<file path="src/rtl/spi_accel_slave.sv">
// spi_accel_slave: SPI mode-0 responder for the ADXL362 register protocol (0x0A write, 0x0B read).
// Optional feature macro: SPI_ACCEL_INT_EN drives int1_o/int2_o from DATA_READY; else tied low.
module spi_accel_slave #(
  parameter int unsigned ADDR_W      = 6,
  parameter int unsigned SYNC_STAGES = 2
) (
  input  logic        clk,
  input  logic        reset,
  input  logic        sclk_i,
  input  logic        ncs_i,
  input  logic        mosi_i,
  output logic        miso_o,
  output logic        miso_oe,
  input  logic        sample_valid,
  input  logic [11:0] sample_x,
  input  logic [11:0] sample_y,
  input  logic [11:0] sample_z,
  output logic        busy,
  output logic        int1_o,
  output logic        int2_o
);
  localparam logic [7:0] CmdWrite = 8'h0A;
  localparam logic [7:0] CmdRead  = 8'h0B;

  typedef enum logic [2:0] {StIdle, StCmd, StAddr, StData, StIgnore} state_e;

  // Synchronizers track the pins even during reset so a held-low nCS is not seen as a new fall.
  logic [SYNC_STAGES-1:0] sclk_sync, ncs_sync, mosi_sync;
  always_ff @(posedge clk) begin
    sclk_sync <= {sclk_sync[SYNC_STAGES-2:0], sclk_i};
    ncs_sync  <= {ncs_sync[SYNC_STAGES-2:0], ncs_i};
    mosi_sync <= {mosi_sync[SYNC_STAGES-2:0], mosi_i};
  end

  logic sclk_rise, sclk_fall, ncs_fall, ncs_rise, mosi_bit, xfer_end;
  assign sclk_rise = sclk_sync[SYNC_STAGES-2] & ~sclk_sync[SYNC_STAGES-1];
  assign sclk_fall = ~sclk_sync[SYNC_STAGES-2] & sclk_sync[SYNC_STAGES-1];
  assign ncs_fall  = ~ncs_sync[SYNC_STAGES-2] & ncs_sync[SYNC_STAGES-1];
  assign ncs_rise  = ncs_sync[SYNC_STAGES-2] & ~ncs_sync[SYNC_STAGES-1];
  assign mosi_bit  = mosi_sync[SYNC_STAGES-1];

  state_e              state_q, state_d;
  logic [2:0]          bit_cnt_q, bit_cnt_d;
  logic [6:0]          rx_q, rx_d;
  logic                byte_vld_q, byte_vld_d;
  logic [7:0]          byte_q, byte_d;
  logic                is_read_q, is_read_d;
  logic [ADDR_W-1:0]   addr_q, addr_d;
  logic [7:0]          tx_q, tx_d;
  logic                miso_q, miso_d;
  logic                busy_q, busy_d;
  logic                rd_hit_q, rd_hit_d;
  logic                dr_q, dr_d;
  logic [11:0]         snap_x_q, snap_y_q, snap_z_q, snap_x_d, snap_y_d, snap_z_d;
  logic                pend_vld_q, pend_vld_d;
  logic [11:0]         pend_x_q, pend_y_q, pend_z_q, pend_x_d, pend_y_d, pend_z_d;
  logic [7:0]          cfg_q [32];
  logic [7:0]          cfg_d [32];

  // Only a rise that closes a transaction we saw open counts; stray rises after reset do not.
  assign xfer_end = ncs_rise & busy_q;

  // Register read mux: the address of the byte about to be loaded into the shift register.
  logic [ADDR_W-1:0] rd_addr;
  logic [7:0]        rd_data;
  logic              rd_in_sample;
  logic              addr_is_cfg;
  assign rd_addr      = (state_q == StAddr) ? byte_q[ADDR_W-1:0] : addr_q + ADDR_W'(1);
  assign rd_in_sample = (rd_addr >= ADDR_W'('h08)) && (rd_addr <= ADDR_W'('h13));
  assign addr_is_cfg  = (addr_q[ADDR_W-1:5] == (ADDR_W-5)'(1));

  always_comb begin
    rd_data = 8'h00;
    case (rd_addr)
      ADDR_W'('h00): rd_data = 8'hAD;
      ADDR_W'('h01): rd_data = 8'h1D;
      ADDR_W'('h02): rd_data = 8'hF2;
      ADDR_W'('h03): rd_data = 8'h01;
      ADDR_W'('h08): rd_data = snap_x_q[11:4];
      ADDR_W'('h09): rd_data = snap_y_q[11:4];
      ADDR_W'('h0A): rd_data = snap_z_q[11:4];
      ADDR_W'('h0B): rd_data = {7'b0, dr_q};
      ADDR_W'('h0E): rd_data = snap_x_q[7:0];
      ADDR_W'('h0F): rd_data = {{4{snap_x_q[11]}}, snap_x_q[11:8]};
      ADDR_W'('h10): rd_data = snap_y_q[7:0];
      ADDR_W'('h11): rd_data = {{4{snap_y_q[11]}}, snap_y_q[11:8]};
      ADDR_W'('h12): rd_data = snap_z_q[7:0];
      ADDR_W'('h13): rd_data = {{4{snap_z_q[11]}}, snap_z_q[11:8]};
      default: begin
        if (rd_addr[ADDR_W-1:5] == (ADDR_W-5)'(1)) rd_data = cfg_q[rd_addr[4:0]];
      end
    endcase
  end

  always_comb begin
    state_d    = state_q;
    bit_cnt_d  = bit_cnt_q;
    rx_d       = rx_q;
    byte_vld_d = 1'b0;
    byte_d     = byte_q;
    is_read_d  = is_read_q;
    addr_d     = addr_q;
    tx_d       = tx_q;
    miso_d     = miso_q;
    busy_d     = busy_q;
    rd_hit_d   = rd_hit_q;
    cfg_d      = cfg_q;
    if (ncs_fall) begin
      state_d   = StCmd;
      bit_cnt_d = 3'd0;
      busy_d    = 1'b1;
      rd_hit_d  = 1'b0;
      miso_d    = 1'b0;
      tx_d      = 8'h00;
    end else if (ncs_rise) begin
      // Any partial byte is dropped: the bit counter restarts at the next nCS fall.
      state_d   = StIdle;
      busy_d    = 1'b0;
      miso_d    = 1'b0;
      bit_cnt_d = 3'd0;
    end else if (state_q != StIdle) begin
      if (sclk_rise) begin
        rx_d      = {rx_q[5:0], mosi_bit};
        bit_cnt_d = bit_cnt_q + 3'd1;
        if (bit_cnt_q == 3'd7) begin
          byte_vld_d = 1'b1;
          byte_d     = {rx_q, mosi_bit};
        end
      end
      if (sclk_fall) begin
        if (state_q == StData && is_read_q) begin
          miso_d = tx_q[7];
          tx_d   = {tx_q[6:0], 1'b0};
        end else begin
          miso_d = 1'b0;
        end
      end
      if (byte_vld_q) begin
        case (state_q)
          StCmd: begin
            if (byte_q == CmdWrite) begin
              is_read_d = 1'b0;
              state_d   = StAddr;
            end else if (byte_q == CmdRead) begin
              is_read_d = 1'b1;
              state_d   = StAddr;
            end else begin
              state_d = StIgnore;
            end
          end
          StAddr: begin
            addr_d  = byte_q[ADDR_W-1:0];
            state_d = StData;
            if (is_read_q) begin
              tx_d     = rd_data;
              rd_hit_d = rd_hit_q | rd_in_sample;
            end
          end
          StData: begin
            addr_d = addr_q + ADDR_W'(1);
            if (is_read_q) begin
              tx_d     = rd_data;
              rd_hit_d = rd_hit_q | rd_in_sample;
            end else if (addr_is_cfg) begin
              cfg_d[addr_q[4:0]] = byte_q;
            end
          end
          default: ;
        endcase
      end
    end
  end

  // Sample capture: direct when idle, pended while busy and committed as the transaction ends.
  always_comb begin
    snap_x_d   = snap_x_q;
    snap_y_d   = snap_y_q;
    snap_z_d   = snap_z_q;
    pend_x_d   = pend_x_q;
    pend_y_d   = pend_y_q;
    pend_z_d   = pend_z_q;
    pend_vld_d = pend_vld_q;
    dr_d       = dr_q;
    if (xfer_end) begin
      pend_vld_d = 1'b0;
      if (sample_valid) begin
        snap_x_d = sample_x;
        snap_y_d = sample_y;
        snap_z_d = sample_z;
        dr_d     = 1'b1;
      end else if (pend_vld_q) begin
        snap_x_d = pend_x_q;
        snap_y_d = pend_y_q;
        snap_z_d = pend_z_q;
        dr_d     = 1'b1;
      end else if (rd_hit_q) begin
        dr_d = 1'b0;
      end
    end else if (sample_valid) begin
      if (busy_q) begin
        pend_x_d   = sample_x;
        pend_y_d   = sample_y;
        pend_z_d   = sample_z;
        pend_vld_d = 1'b1;
      end else begin
        snap_x_d = sample_x;
        snap_y_d = sample_y;
        snap_z_d = sample_z;
        dr_d     = 1'b1;
      end
    end
  end

  always_ff @(posedge clk) begin
    if (!reset) begin
      state_q    <= StIdle;
      bit_cnt_q  <= 3'd0;
      rx_q       <= 7'd0;
      byte_vld_q <= 1'b0;
      byte_q     <= 8'h00;
      is_read_q  <= 1'b0;
      addr_q     <= '0;
      tx_q       <= 8'h00;
      miso_q     <= 1'b0;
      busy_q     <= 1'b0;
      rd_hit_q   <= 1'b0;
      dr_q       <= 1'b0;
      snap_x_q   <= 12'd0;
      snap_y_q   <= 12'd0;
      snap_z_q   <= 12'd0;
      pend_vld_q <= 1'b0;
      pend_x_q   <= 12'd0;
      pend_y_q   <= 12'd0;
      pend_z_q   <= 12'd0;
      cfg_q      <= '{default: 8'h00};
    end else begin
      state_q    <= state_d;
      bit_cnt_q  <= bit_cnt_d;
      rx_q       <= rx_d;
      byte_vld_q <= byte_vld_d;
      byte_q     <= byte_d;
      is_read_q  <= is_read_d;
      addr_q     <= addr_d;
      tx_q       <= tx_d;
      miso_q     <= miso_d;
      busy_q     <= busy_d;
      rd_hit_q   <= rd_hit_d;
      dr_q       <= dr_d;
      snap_x_q   <= snap_x_d;
      snap_y_q   <= snap_y_d;
      snap_z_q   <= snap_z_d;
      pend_vld_q <= pend_vld_d;
      pend_x_q   <= pend_x_d;
      pend_y_q   <= pend_y_d;
      pend_z_q   <= pend_z_d;
      cfg_q      <= cfg_d;
    end
  end

  assign miso_o  = miso_q;
  assign miso_oe = busy_q;
  assign busy    = busy_q;

`ifdef SPI_ACCEL_INT_EN
  // Bit0 of 0x2A/0x2B enables the pin, bit7 inverts its polarity.
  logic int1_q, int2_q;
  always_ff @(posedge clk) begin
    if (!reset) begin
      int1_q <= 1'b0;
      int2_q <= 1'b0;
    end else begin
      int1_q <= (dr_q & cfg_q[10][0]) ^ cfg_q[10][7];
      int2_q <= (dr_q & cfg_q[11][0]) ^ cfg_q[11][7];
    end
  end
  assign int1_o = int1_q;
  assign int2_o = int2_q;
`else
  assign int1_o = 1'b0;
  assign int2_o = 1'b0;
`endif

endmodule
</file>
<file path="config.mk">
export PLATFORM = sky130hd
export DESIGN_NAME = spi_accel_slave
export DESIGN_NICKNAME = d
export VERILOG_FILES = /design/src/rtl/spi_accel_slave.sv
export SDC_FILE = /design/constraint.sdc
export NUM_CORES = 1
export LEC_CHECK = 0
export BUFFER_PORTS_ARGS = -buffer_cell sky130_fd_sc_hd__buf_4
export CAP_MARGIN = 10
export CORE_UTILIZATION = 40
export DETAILED_ROUTE_END_ITERATION = 10
export SETUP_SLACK_MARGIN = 0.05
export SYNTH_ARGS = -nofsm -noshare
export SYNTH_HDL_FRONTEND = slang
export SYNTH_SLANG_ARGS = --single-unit
</file>
<file path="constraint.sdc">
create_clock -name clk -period 4.1 [get_ports clk]
set_input_delay 0.82 -clock clk [delete_from_list [all_inputs] [get_ports clk]]
set_output_delay 0.82 -clock clk [all_outputs]
set_load 0.01 [all_outputs]
</file>
Word-level counts from Yosys, hierarchy flattened:

Cells that the tools add are included.
W data, S select, Z words.

* register bits: 376
* bits of input ports: 42
* output and inout bits: 5
* word-level logic and storage cells: 185

* add/sub/neg operators: 2
* $lt $le $gt $ge: 5
* eq/ne operators: 20
* muxes and demuxes: 49
* bitwise logic cells: 19
* reduce and logical (&&, ||, !) cells: 35

Operators with widths (count)
* $bwmux W256: 1
* $mux W12: 15
* $pmux W8 S14: 1
* $mux W8: 9
* $bmux W8 S5: 1
* $demux W8 S5: 1
* $eq A6 B4 Y1 const B: 6
* $eq A6 B5 Y1 const B: 4
* $eq A8 B4 Y1 const B: 2
* $mux W1: 16
* $reduce_and A3 Y1: 5
* $reduce_and A5 Y1: 3
* $eq A6 B2 Y1 const B: 2
* $ge A6 B6 Y1 const B: 2
* $not A5 Y6: 2
* $pmux W6 S2: 1
* $reduce_bool A2 Y1: 6
* $reduce_bool A3 Y1: 4
* $not A1 Y1: 11
* $reduce_and A2 Y1: 4
* $reduce_and A7 Y1: 1
* $add A6 B1 Y6 const B: 1
* $eq A3 B2 Y1 const B: 2
* $eq A6 B1 Y1 const B: 1
* 20 further kinds: 29

Longest topological paths before layout:

* depth in word-level cells: 11
* gate-level depth with buffers: 13
* mapped depth without buffers: 10

Least setup slack after synthesis:

OpenSTA, ideal clock, no wires.

* kind: register -> register
* start point: register addr_q[0]
* end point: register tx_q[1]
* setup time: 0.138 ns
* arrival: 2.309 ns
* required time: 3.962 ns
* setup slack: 1.652 ns
* stages on the path, launching flop included: 12
* buffers on the path: 2
* period minus slack after synthesis: 2.448 ns
* cell sequence: dfxtp_1 > buf_2 > inv_1 > ha_1 > mux2_4 > buf_6 > nor2_1 > a22o_1 > a221oi_1 > o2111ai_1 > a2111oi_0 > a31oi_1

* word-level cells in the longest chain between the ends: 11

RTL lines
* from (decl): RTL line 48 `logic [ADDR_W-1:0] addr_q, addr_d;`
* from (signal assigned): RTL line 243 `addr_q <= addr_d;`
* $add A6 B1 Y6 (*): RTL line 68 `assign rd_addr = (state_q == StAddr) ? byte_q[ADDR_W-1:0] : addr_q + ADDR_W'(1);`
* $mux W6 (*): RTL line 68
* $not A5 Y6 (implied by the code): RTL line 90 `if (rd_addr[ADDR_W-1:5] == (ADDR_W-5)'(1)) rd_data = cfg_q[rd_addr[4:0]];`
* $bmux W8 S5: RTL line 90
* $mux W8 (implied by the code) (2 in a row): RTL line 90
* $mux W8: RTL line 90
* $pmux W8 S14 (*): RTL line 74 `case (rd_addr)`
* $mux W8 (*): RTL line 154, 161
* $mux W8 (*)
* $mux W8 (*): RTL line 138 `if (byte_vld_q) begin`
* to (signal assigned): RTL line 244 `tx_q <= tx_d;`
* to (decl): RTL line 49 `logic [7:0] tx_q, tx_d;`

Every way passes the cells marked *; elsewhere a longest branch is shown, timed or not. The select of a mux whose other input is x is not followed.
A chain may end at the register's enable or synchronous reset.

Worst setup path in the final report:

* start point: register state_q[1]
* end point: register tx_q[2]

* word-level cells in the longest chain between the ends: 11

RTL lines
* from (decl): RTL line 42 `state_e state_q, state_d;`
* from (signal assigned): RTL line 216 `state_q <= StIdle;`
* from (signal assigned): RTL line 237 `state_q <= state_d;`
* $eq A3 B2 Y1: RTL line 68, 139
* $mux W6: RTL line 68
* $not A5 Y6 (implied by the code): RTL line 90
* $bmux W8 S5: RTL line 90
* $mux W8 (implied by the code) (2 in a row): RTL line 90
* $mux W8: RTL line 90
* $pmux W8 S14: RTL line 74
* $mux W8: RTL line 154, 161
* $mux W8
* $mux W8: RTL line 138

Several ways; a longest one is shown, not always the timed one. The select of a mux whose other input is x is not followed.

==> flow_summary.toml <==
[setup_path]
rr_endpoint = "tx_q[2]"
path_buf_inv = 3
timing.rr.start = "state_q[1]"
reg2reg_depth = 10
start_kind = "flip-flop"
worstSetupPathType = "reg -> reg"
cpPeakStageDelay_ns = 0.61
crit_end = "tx_q[2]"
slowest_stage = "or3b_1"
crit_cells = 10
cp_top_family = "compound AO/OA/AOI/OAI gates"
end_kind = "flip-flop"
arrival_ns = 3.99
crit_chain = "or3b_1 -> buf_4 -> a21oi_4 -> buf_12 -> buf_4 -> nand2_1 -> and3_1 -> o21ai_0 -> a31oi_1 -> a21oi_1"
reg2reg_slack_ns = 0.61
cp_max_fo = 37
crit_top_cell = "buf_4"
worstPathRequired_ns = 4.60
critPathLaunch = "state_q[1]"

[global_routing]
antenna_found_initial = 0
grt_first_pass_wirelength_mm = 93.1
overflow = 0
grt_pass1_vias = 15700
grt_max_degree = 115
track_usage_pct = 25.2

[yosys]
syn_avg_cell_area_sq_um = 7.78
ys_warn_count = 0
synth_top_area_share_pct = 41.0
ys.flop_type = "dfxtp_1"
postSynth.asyncResetShare_pct = 0
synth.largest_area_cell = "dfxtp_1"
synth_cell_types = 75
synth_edf_count = 0
synth_area_sq_um = 18400
yosysSeqAreaShare_pct = 41.0
syn_inst = 2358
synth_area_leaders = "dfxtp_1 41%, nand2_1 13%, a21boi_0 13%"
ys_seq_elements = 376

[sta]
tightestPinTransition_ns = 0.998
fmax_ghz = 0.287
skew_ns = 0.0178
hold_viol_final = 0
layout_setup_ws_ns = 0.613
max-slew-margin-rel_pct = 33.4
setup_viol = 0
maxSlewViolCount = 0
period_needed_ns = 3.49
min_period_over_period_pct = 85.1
tns_ns = 0
rsz0062_at_grt = "false"

[cts]
cts_hold_buffers = 0
post_cts.repair.setup_buffers = 0
cts_resized = 0
cts_tree = "built"
cts.clk_slew.worst_paths_ns = 0.06
worstSkewPairLatency_ns = 0.59
cts_inserted_buffers = 43
clockRootBuffer = "clkbuf_16"
htreeDepth = 2
clk_path_buf_depth = 3
cts_sinks = 376

[floorplan]
num_rows = 78
die_area_sq_um = 46700
core_sq_um = 45300
ios = 47
initial_core_util_pct = 40.5
fp.dieW_um = 216
chipHeight_um = 216

[finish]
area_growth_pct = 13.2
drive_above_1_share_pct = 9.37
nFillCells = 4476
n_antenna_cell = 0
final_net_count = 2356

[power]
power_mw = 8.02
powerDensity_nw_per_um2 = 386
ir_worst_vdd_mv = 0.324
leakage_nw = 7.35

[route]
vias = 17000
wl_per_cell_um = 20.4
avgViaCountPerCell = 5.80
drt_wl_total_mm = 60.1
dr.pass1.iters = 5
drtIter0Drc = 1854
postRouteAntennaNets = 0
drc = 0

[placed_design]
dp_slack_ns = 0.641
placement.io_buffers = 44
place_congestion = 0.924
hpwl_mm = 39.2

[status]
status = "finished, final reports clean"

[min_path]
hold_path_class = "reg -> reg"

[flow_run]
max-cap-violations = 0
how the worst min path moves through the flow:
stage / from / slack, ns / depth (start not counted) / to
after floorplan: mosi_sync[0] / 0.31 / 0 / mosi_sync[1]
after CTS: mosi_i / 0.32 / 1 / mosi_sync[0]
final: mosi_sync[0] / 0.32 / 0 / mosi_sync[1]
after detailed placement: mosi_sync[0] / 0.31 / 0 / mosi_sync[1]
after global routing: mosi_i / 0.33 / 1 / mosi_sync[0]
after global placement: mosi_sync[0] / 0.32 / 0 / mosi_sync[1]
per-stage QoR:
step	hold WS, ns	util [%]	cells	instance area [sq um]
2_1_floorplan	0.310	-	2359	18400
3_3_place_gp	0.321	42.5	2860	19300
3_5_place_dp	0.314	42.5	2860	19300
4_1_cts	0.323	45.8	2937	20700
5_1_grt	0.329	45.9	2938	20800
6_report	0.325	45.9	2938	20800
flip-flops by register name, summed over array words and instances, names as in the netlist:
name        count
state_q         3
ncs_sync        2
snap_x_q       12
busy            1
rx_q            7
rd_hit_q        1
snap_y_q       12
cfg_q         256
snap_z_q       12
pend_y_q       12
addr_q          6
byte_vld_q      1
pend_vld_q      1
dr_q            1
pend_x_q       12
tx_q            8
miso_o          1
bit_cnt_q       3
byte_q          8
sclk_sync       2
is_read_q       1
pend_z_q       12
mosi_sync       2
report_power, final:
group	leakage [nW]	switching, mW	internal (mW)	total (mW)
clock	0.736	1.60	2.44	4.04
combinational	3.58	0.126	0.121	0.247
sequential	3.04	0.0400	3.69	3.73
area by class of cell:
type / instances / area [sq um] / area share (%)
Clock buffer: 62 / 1290 / 6.20
Tap cell: 600 / 751 / 3.61
Timing Repair Buffer: 115 / 1000 / 4.82
Sequential cell: 376 / 7530 / 36.2
Clock inverter: 15 / 200 / 0.964
Multi-Input combinational cell: 1761 / 9970 / 48.0
Inverter: 9 / 33.8 / 0.163
kinds of logic after synthesis:
kind of cell    Yosys count  synth area share (%)
buf+inv                 222                  4.97
flops                   376                  41.0
simple gates           1163                  27.7
xor+xnor                  7                 0.334
fa+ha+maj                 8                 0.545
other cells               1                0.0204
mux                      81                  4.74
compound gates          500                  20.6
cells in the mapped netlist (all sizes together) (3+ instances only):
master,number
nand2,655
nand3,383
dfxtp,376
a21boi,306
clkbuf,165
mux2i,77
buf,48
nor2,37
o211a,36
a21oi,35
o21ai,23
nor3,20
a31oi,17
nor2b,15
and3,11
a22oi,10
inv,9
o221ai,9
a221oi,8
a32oi,8
ha,8
nand2b,8
a22o,7
nor3b,7
a311oi,6
and2,6
nand4,6
a211oi,5
o211ai,4
xnor2,4
and3b,3
o21a,3
or3,3
xor2,3
cells in the final DEF, fill, tap and decap left out, types with 7 or more instances in the layout:
cell type,n
nand2_1,655
a22oi_1,10
ha_1,8
nor3_1,18
a21oi_1,33
mux2i_1,74
inv_1,9
nor2_1,33
o221ai_1,9
nor2b_1,15
and3_1,11
o211a_1,36
a22o_1,7
clkbuf_16,44
buf_12,9
dfxtp_1,376
a221oi_1,8
nand2b_1,8
a21boi_0,306
clkbuf_8,13
buf_4,104
nand3_1,382
o21ai_0,21
a31oi_1,17
a32oi_1,8
metal layers:
layer | track usage, % | part of all wire, %
met5 | 0 | 0
met4 | 8.57 | 3.0
met3 | 3.47 | 7.0
met2 | 39.8 | 46
met1 | 35.1 | 44
(Power assumes the default switching activity.)
